--- src/rtl/prog_mem.sv ---
// Runtime-loadable program memory with registered fetch port and streaming loader.
// Optional macro PROG_MEM_PARITY_EN adds per-word even parity and a sticky parity_err output.
module prog_mem #(
    parameter int unsigned       ADDR_W       = 4,
    parameter int unsigned       DATA_W       = 8,
    parameter int unsigned       DEPTH        = 2**ADDR_W,
    parameter logic [DATA_W-1:0] DEFAULT_WORD = DATA_W'(8'b1111_0000)
) (
    input  logic              clk,
    input  logic              rst_n,
    input  logic [ADDR_W-1:0] addr,
    input  logic              rd_en,
    output logic [DATA_W-1:0] out,
    output logic              busy,
    input  logic              ld_start,
    input  logic              ld_valid,
    input  logic              ld_last,
    input  logic [DATA_W-1:0] ld_data,
    output logic              ld_ready,
    output logic              ld_done,
    output logic [ADDR_W:0]   ld_count
`ifdef PROG_MEM_PARITY_EN
    ,
    output logic              parity_err
`endif
);

    localparam int unsigned CNT_W = ADDR_W + 1;
`ifdef PROG_MEM_PARITY_EN
    localparam int unsigned WORD_W = DATA_W + 1;
`else
    localparam int unsigned WORD_W = DATA_W;
`endif
    localparam logic [ADDR_W-1:0] LAST_WP = ADDR_W'(DEPTH - 1);

    typedef enum logic [1:0] {
        ST_IDLE = 2'd0,
        ST_LOAD = 2'd1,
        ST_FILL = 2'd2
    } state_t;

    state_t              state_q, state_d;
    logic [ADDR_W-1:0]   wp_q, wp_d;
    logic [CNT_W-1:0]    count_q, count_d;
    logic                done_q, done_d;
    logic                busy_q, ld_ready_q;
    logic [DATA_W-1:0]   out_q;
    logic [WORD_W-1:0]   mem_q [DEPTH];

    logic                we_c;
    logic [DATA_W-1:0]   wdata_c;
    logic                addr_ok_c;
    logic [WORD_W-1:0]   rd_word_c;
    logic [WORD_W-1:0]   wword_c;
    logic [WORD_W-1:0]   reset_word_c;

`ifdef PROG_MEM_PARITY_EN
    logic                perr_q;
    assign wword_c      = {^wdata_c, wdata_c};
    assign reset_word_c = {^DEFAULT_WORD, DEFAULT_WORD};
`else
    assign wword_c      = wdata_c;
    assign reset_word_c = DEFAULT_WORD;
`endif

    assign addr_ok_c = (CNT_W'(addr) < CNT_W'(DEPTH));
    assign rd_word_c = addr_ok_c ? mem_q[addr] : reset_word_c;

    // Loader next-state: one write per cycle, either a handshake word or a pad word.
    always_comb begin
        state_d = state_q;
        wp_d    = wp_q;
        count_d = count_q;
        done_d  = 1'b0;
        we_c    = 1'b0;
        wdata_c = DEFAULT_WORD;
        unique case (state_q)
            ST_IDLE: begin
                if (ld_start) begin
                    state_d = ST_LOAD;
                    wp_d    = '0;
                    count_d = '0;
                end
            end
            ST_LOAD: begin
                if (ld_valid) begin
                    we_c    = 1'b1;
                    wdata_c = ld_data;
                    wp_d    = wp_q + 1'b1;
                    count_d = count_q + 1'b1;
                    if (wp_q == LAST_WP) begin
                        state_d = ST_IDLE;
                        done_d  = 1'b1;
                    end else if (ld_last) begin
                        state_d = ST_FILL;
                    end
                end
            end
            ST_FILL: begin
                we_c = 1'b1;
                wp_d = wp_q + 1'b1;
                if (wp_q == LAST_WP) begin
                    state_d = ST_IDLE;
                    done_d  = 1'b1;
                end
            end
            default: state_d = ST_IDLE;
        endcase
    end

    always_ff @(posedge clk) begin
        if (!rst_n) begin
            state_q    <= ST_IDLE;
            wp_q       <= '0;
            count_q    <= '0;
            done_q     <= 1'b0;
            busy_q     <= 1'b0;
            ld_ready_q <= 1'b0;
            out_q      <= DEFAULT_WORD;
            for (int unsigned i = 0; i < DEPTH; i++) begin
                mem_q[i] <= reset_word_c;
            end
        end else begin
            state_q    <= state_d;
            wp_q       <= wp_d;
            count_q    <= count_d;
            done_q     <= done_d;
            busy_q     <= (state_d != ST_IDLE);
            ld_ready_q <= (state_d == ST_LOAD);
            if (we_c) begin
                mem_q[wp_q] <= wword_c;
            end
            // A CPU that fails to stall during a load fetches JMP 0.
            if (state_q != ST_IDLE) begin
                out_q <= DEFAULT_WORD;
            end else if (rd_en) begin
                out_q <= rd_word_c[DATA_W-1:0];
            end
        end
    end

`ifdef PROG_MEM_PARITY_EN
    always_ff @(posedge clk) begin
        if (!rst_n) begin
            perr_q <= 1'b0;
        end else if (state_q == ST_IDLE && ld_start) begin
            perr_q <= 1'b0;
        end else if (state_q == ST_IDLE && rd_en && addr_ok_c && (^rd_word_c)) begin
            perr_q <= 1'b1;
        end
    end
    assign parity_err = perr_q;
`endif

    assign out      = out_q;
    assign busy     = busy_q;
    assign ld_ready = ld_ready_q;
    assign ld_done  = done_q;
    assign ld_count = count_q;

endmodule
--- config.mk ---
export PLATFORM = sky130hd
export DESIGN_NAME = prog_mem
export DESIGN_NICKNAME = d
export VERILOG_FILES = /design/src/rtl/prog_mem.sv
export SDC_FILE = /design/constraint.sdc
export NUM_CORES = 1
export LEC_CHECK = 0
export CORE_MARGIN = 5
export CORE_UTILIZATION = 35
export CTS_CLUSTER_DIAMETER = 60
export DETAILED_ROUTE_END_ITERATION = 10
export DONT_BUFFER_PORTS = 1
export PLACE_DENSITY_LB_ADDON = 0.15
export SYNTH_ARGS = -nofsm -noshare
export SYNTH_HDL_FRONTEND = slang
export SYNTH_SLANG_ARGS = --single-unit
export TNS_END_PERCENT = 1
--- constraint.sdc ---
create_clock -name clk -period 3.53 [get_ports clk]
set_clock_uncertainty 0.05 [all_clocks]
set_input_delay 0.8825 -clock clk [delete_from_list [all_inputs] [get_ports clk]]
set_output_delay 0.8825 -clock clk [all_outputs]
set_load 0.02 [all_outputs]
==> flow_summary.rst <==
.. list-table::
   :header-rows: 1

   * - Metric
     - Value
   * - Gr usage total
     - 0.169
   * - Clock tree from TritonCTS
     - yes
   * - Post-detailed-placement half-perimeter wirelength
     - 12900 um
   * - Combinational power share
     - 0.053
   * - Startpoint of the worst hold path
     - wp_q[1]
   * - Cell Area, Synth
     - 0.00682 mm^2
   * - PostCTS Resize Cnt
     - 0
   * - Floorplan die width
     - 150 um
   * - Filler cells
     - 1812
   * - Antenna diode count
     - 0
   * - H-tree lvl count
     - 4
   * - Share of the clock period used by the worst path after layout
     - 0.851
   * - TNS Setup
     - 0 ns
   * - Placed Instances
     - 792
   * - Routed vias
     - 4266
   * - Wire length of the first global-routing pass
     - 27000 um
   * - Critical path fanouts, max
     - 11
   * - Worst-case clock buffer depth
     - 2
   * - Synthesized netlist net count
     - 573
   * - Total Die Area
     - 0.0224 mm^2
   * - Reg clk slew, reported paths
     - 0.07 ns
   * - Type of destination of the critical path
     - flip-flop
   * - Post-detailed-route wirelength per cell
     - 21.9 um
   * - Clock Tree Root
     - clkbuf_16
   * - Switching power
     - 0.000896 W
   * - Number of DRC violations after detailed routing
     - 0
   * - Total wire length after detailed routing
     - 18100 um
   * - Most common cell after layout, fill and taps aside
     - edfxtp_1
   * - Boundary Pins
     - 34
   * - Site row count
     - 51
   * - Number of buffers inserted for hold repair after clock tree synthesis
     - 0
   * - Most frequent cells in the layout
     - edfxtp_1, nand2_1, nor2_1
   * - Syn_area_per_cell
     - 12.5 um^2
   * - Most used cell, CP
     - nand2_1
   * - Clock period minus final worst setup slack
     - 3.01 ns
   * - Initial antenna violation count
     - 0
   * - Maximum operating frequency
     - 0.333 GHz
   * - Sequential power share
     - 0.507
   * - Total overflow reported by the global router
     - 0
   * - Initial DRC Count
     - 375
   * - Worst ir drop on vdd
     - 0.000375 V
   * - Power Internal
     - 0.00302 W
   * - Final net count
     - 574
   * - Starting density of the core
     - 0.352
   * - Leakage power figure
     - 2.37 nW
   * - Required time of the worst setup path
     - 3.57 ns
   * - Arr. time, crit path
     - 3.04 ns
   * - Worst Setup Start Kind
     - flip-flop
   * - Unrepaired setup endpoints after global routing
     - no
   * - Number of non-filler instances in the completed layout
     - 824
   * - Critical path, cell by cell
     - inv_1, ha_1, nand2_1, nor3b_1, nand3_1, nand2_1
   * - Setup violation total in the final timing report
     - 0
   * - Clk Latency, worst-skew pair
     - 0.42 ns
   * - Count of buffers inserted at the top-level ports
     - 0
   * - Clock power frac
     - 0.440
   * - Warning count from the yosys run
     - 0
   * - Switching power as a share of total power
     - 0.229
   * - Core box area
     - 0.0193 mm^2
   * - Proportion of synthesized chip area in sequential cells
     - 0.629
   * - Tightest Pin Transition
     - 0.984 ns
   * - Gate count after technology mapping
     - 545
   * - Worst hold-check path type
     - flip-flop to flip-flop
   * - Pin count of the biggest net entering global routing
     - 41
   * - Final core utilization
     - 0.396
   * - Max-capacitance violation count
     - 0
   * - Beginning of the critical path
     - state_q[0]
   * - First-pass iteration count of the detailed router
     - 5
   * - Via count of the first global-routing pass
     - 4349
   * - Class of the most critical setup path
     - flip-flop to flip-flop
   * - Layout Area Growth over Synthesis
     - 12.4%
   * - Total clock buffers created by CTS
     - 17
   * - Outcome
     - complete, no violations
   * - Headroom to the max-slew limit
     - 0.342
   * - Longest individual stage delay on the worst path
     - 0.74 ns
   * - Synth unique cells
     - 39
   * - Final count of pins violating max slew
     - 0
   * - Height of the die
     - 150 um
   * - Slowest stage cell, crit path
     - nor3b_1
   * - Sinks on Clock Net
     - 150
   * - R2R Path Start
     - state_q[0]
   * - Endpoints failing hold
     - 0
   * - Via density per instance
     - 5.18
   * - Power density cells
     - 512 mW/mm^2
   * - Buffers inserted during post-CTS setup optimization
     - 0
   * - Fraction of layout cells with a size suffix above 1
     - 0.111
   * - Count of nets left with antenna violations after detail routing
     - 0
   * - Routability cong.
     - 0.785
   * - Register bit total from synthesis
     - 150
## registers in the layout, summed over array words and instances (netlist names)
signal / cells
ld_done: 1
state_q: 2
ld_count: 5
mem_q: 128
out: 8
ld_ready: 1
wp_q: 4
busy: 1
## metal layers
metal | part of all wire | wire, um | up-vias | global-route usage
li1 | - | - | 1990 | -
met1 | 0.43 | 7790 | 2115 | 0.211
met2 | 0.48 | 8730 | 126 | 0.277
met3 | 0.044 | 802 | 35 | 0.0403
met4 | 0.043 | 771 | 0 | 0.0842
met5 | 0 | 0 | - | 0
## power groups by stage
stage                     sequential [W]  combinational, W  clock [W]
after global placement           0.00203          0.000205          0
final                            0.00199          0.000206    0.00172
after detailed placement         0.00203          0.000207          0
after floorplan                  0.00201          0.000172          0
after CTS                        0.00199          0.000208    0.00175
after global routing             0.00199          0.000223    0.00183
## cells by family after synthesis
group	Yosys count	synth area share
buf+inv	34	0.0231
flops	150	0.629
xor+xnor	3	0.00386
compound gates	40	0.0415
mux	53	0.126
fa+ha+maj	10	0.0184
simple gates	255	0.159
## synth_stat cells
library cell / n / area, um^2
buf_12: 1 / 20.0
buf_1: 1 / 3.75
buf_6: 1 / 11.3
a21boi_0: 6 / 45.0
a221o_1: 4 / 40.0
dfxtp_1: 22 / 440
mux2i_1: 25 / 250
mux2_2: 4 / 45.0
a31oi_1: 5 / 31.3
nor3b_1: 6 / 45.0
a21o_1: 2 / 15.0
nor4b_1: 1 / 8.76
clkbuf_1: 20 / 75.1
and2_1: 1 / 6.26
nand2b_1: 5 / 31.3
nor3_1: 7 / 35.0
o41ai_1: 1 / 8.76
a22oi_1: 4 / 30.0
buf_2: 5 / 25.0
inv_1: 6 / 22.5
ha_1: 10 / 125
mux4_2: 18 / 405
and3b_1: 1 / 8.76
nand3_1: 16 / 80.1
o221ai_1: 1 / 8.76
o21a_1: 2 / 15.0
nor2b_1: 9 / 56.3
edfxtp_1: 128 / 3840
and3_1: 2 / 12.5
nor2_1: 92 / 345
nand2_1: 108 / 405
nand4b_1: 1 / 8.76
nand4_1: 6 / 37.5
a21oi_1: 6 / 30.0
o211ai_1: 4 / 30.0
a32oi_1: 1 / 8.76
o21ai_0: 4 / 20.0
xnor2_1: 3 / 26.3
mux4_1: 6 / 158
## per-stage QoR
| stage | worst slack, ns | area (um^2) | hold WS, ns | total power, W |
|---|---|---|---|---|
| 2_1_floorplan | 1.19 | 6820 | 0.451 | 0.00219 |
| 3_3_place_gp | 0.748 | 7090 | 0.472 | 0.00223 |
| 3_5_place_dp | 0.613 | 7090 | 0.490 | 0.00223 |
| 4_1_cts | 0.569 | 7660 | 0.499 | 0.00394 |
| 5_1_grt | 0.398 | 7660 | 0.518 | 0.00404 |
| 6_report | 0.525 | 7660 | 0.503 | 0.00392 |
## worst max-delay path: cells and delay by family (launching register included)
family	cells	cell delay, ns
AND/OR/NAND/NOR	4	1.59
adder cells (fa/ha/maj)	1	0.51
flip-flops	1	0.43
buffers and inverters	1	0.09
## worst paths after layout
check	end	slack (ns)	depth (start not counted)
worst min register to register	wp_q[1]	0.50	2
worst min-delay path	wp_q[1]	0.50	2
worst max register to register	mem_q[14][4]	0.52	6
worst max-delay path	mem_q[14][4]	0.52	6
## cell type report
class                           instances  area [um^2]  area share
Sequential cell                       150         4280       0.559
Timing Repair Buffer                   10         75.1     0.00980
Inverter                                6         22.5     0.00294
Multi-Input combinational cell        361         2370       0.310
Tap cell                              265          332      0.0433
Clock inverter                         11         87.6      0.0114
Clock buffer                           21          483      0.0631
Power figures use the tool's default switching activity.
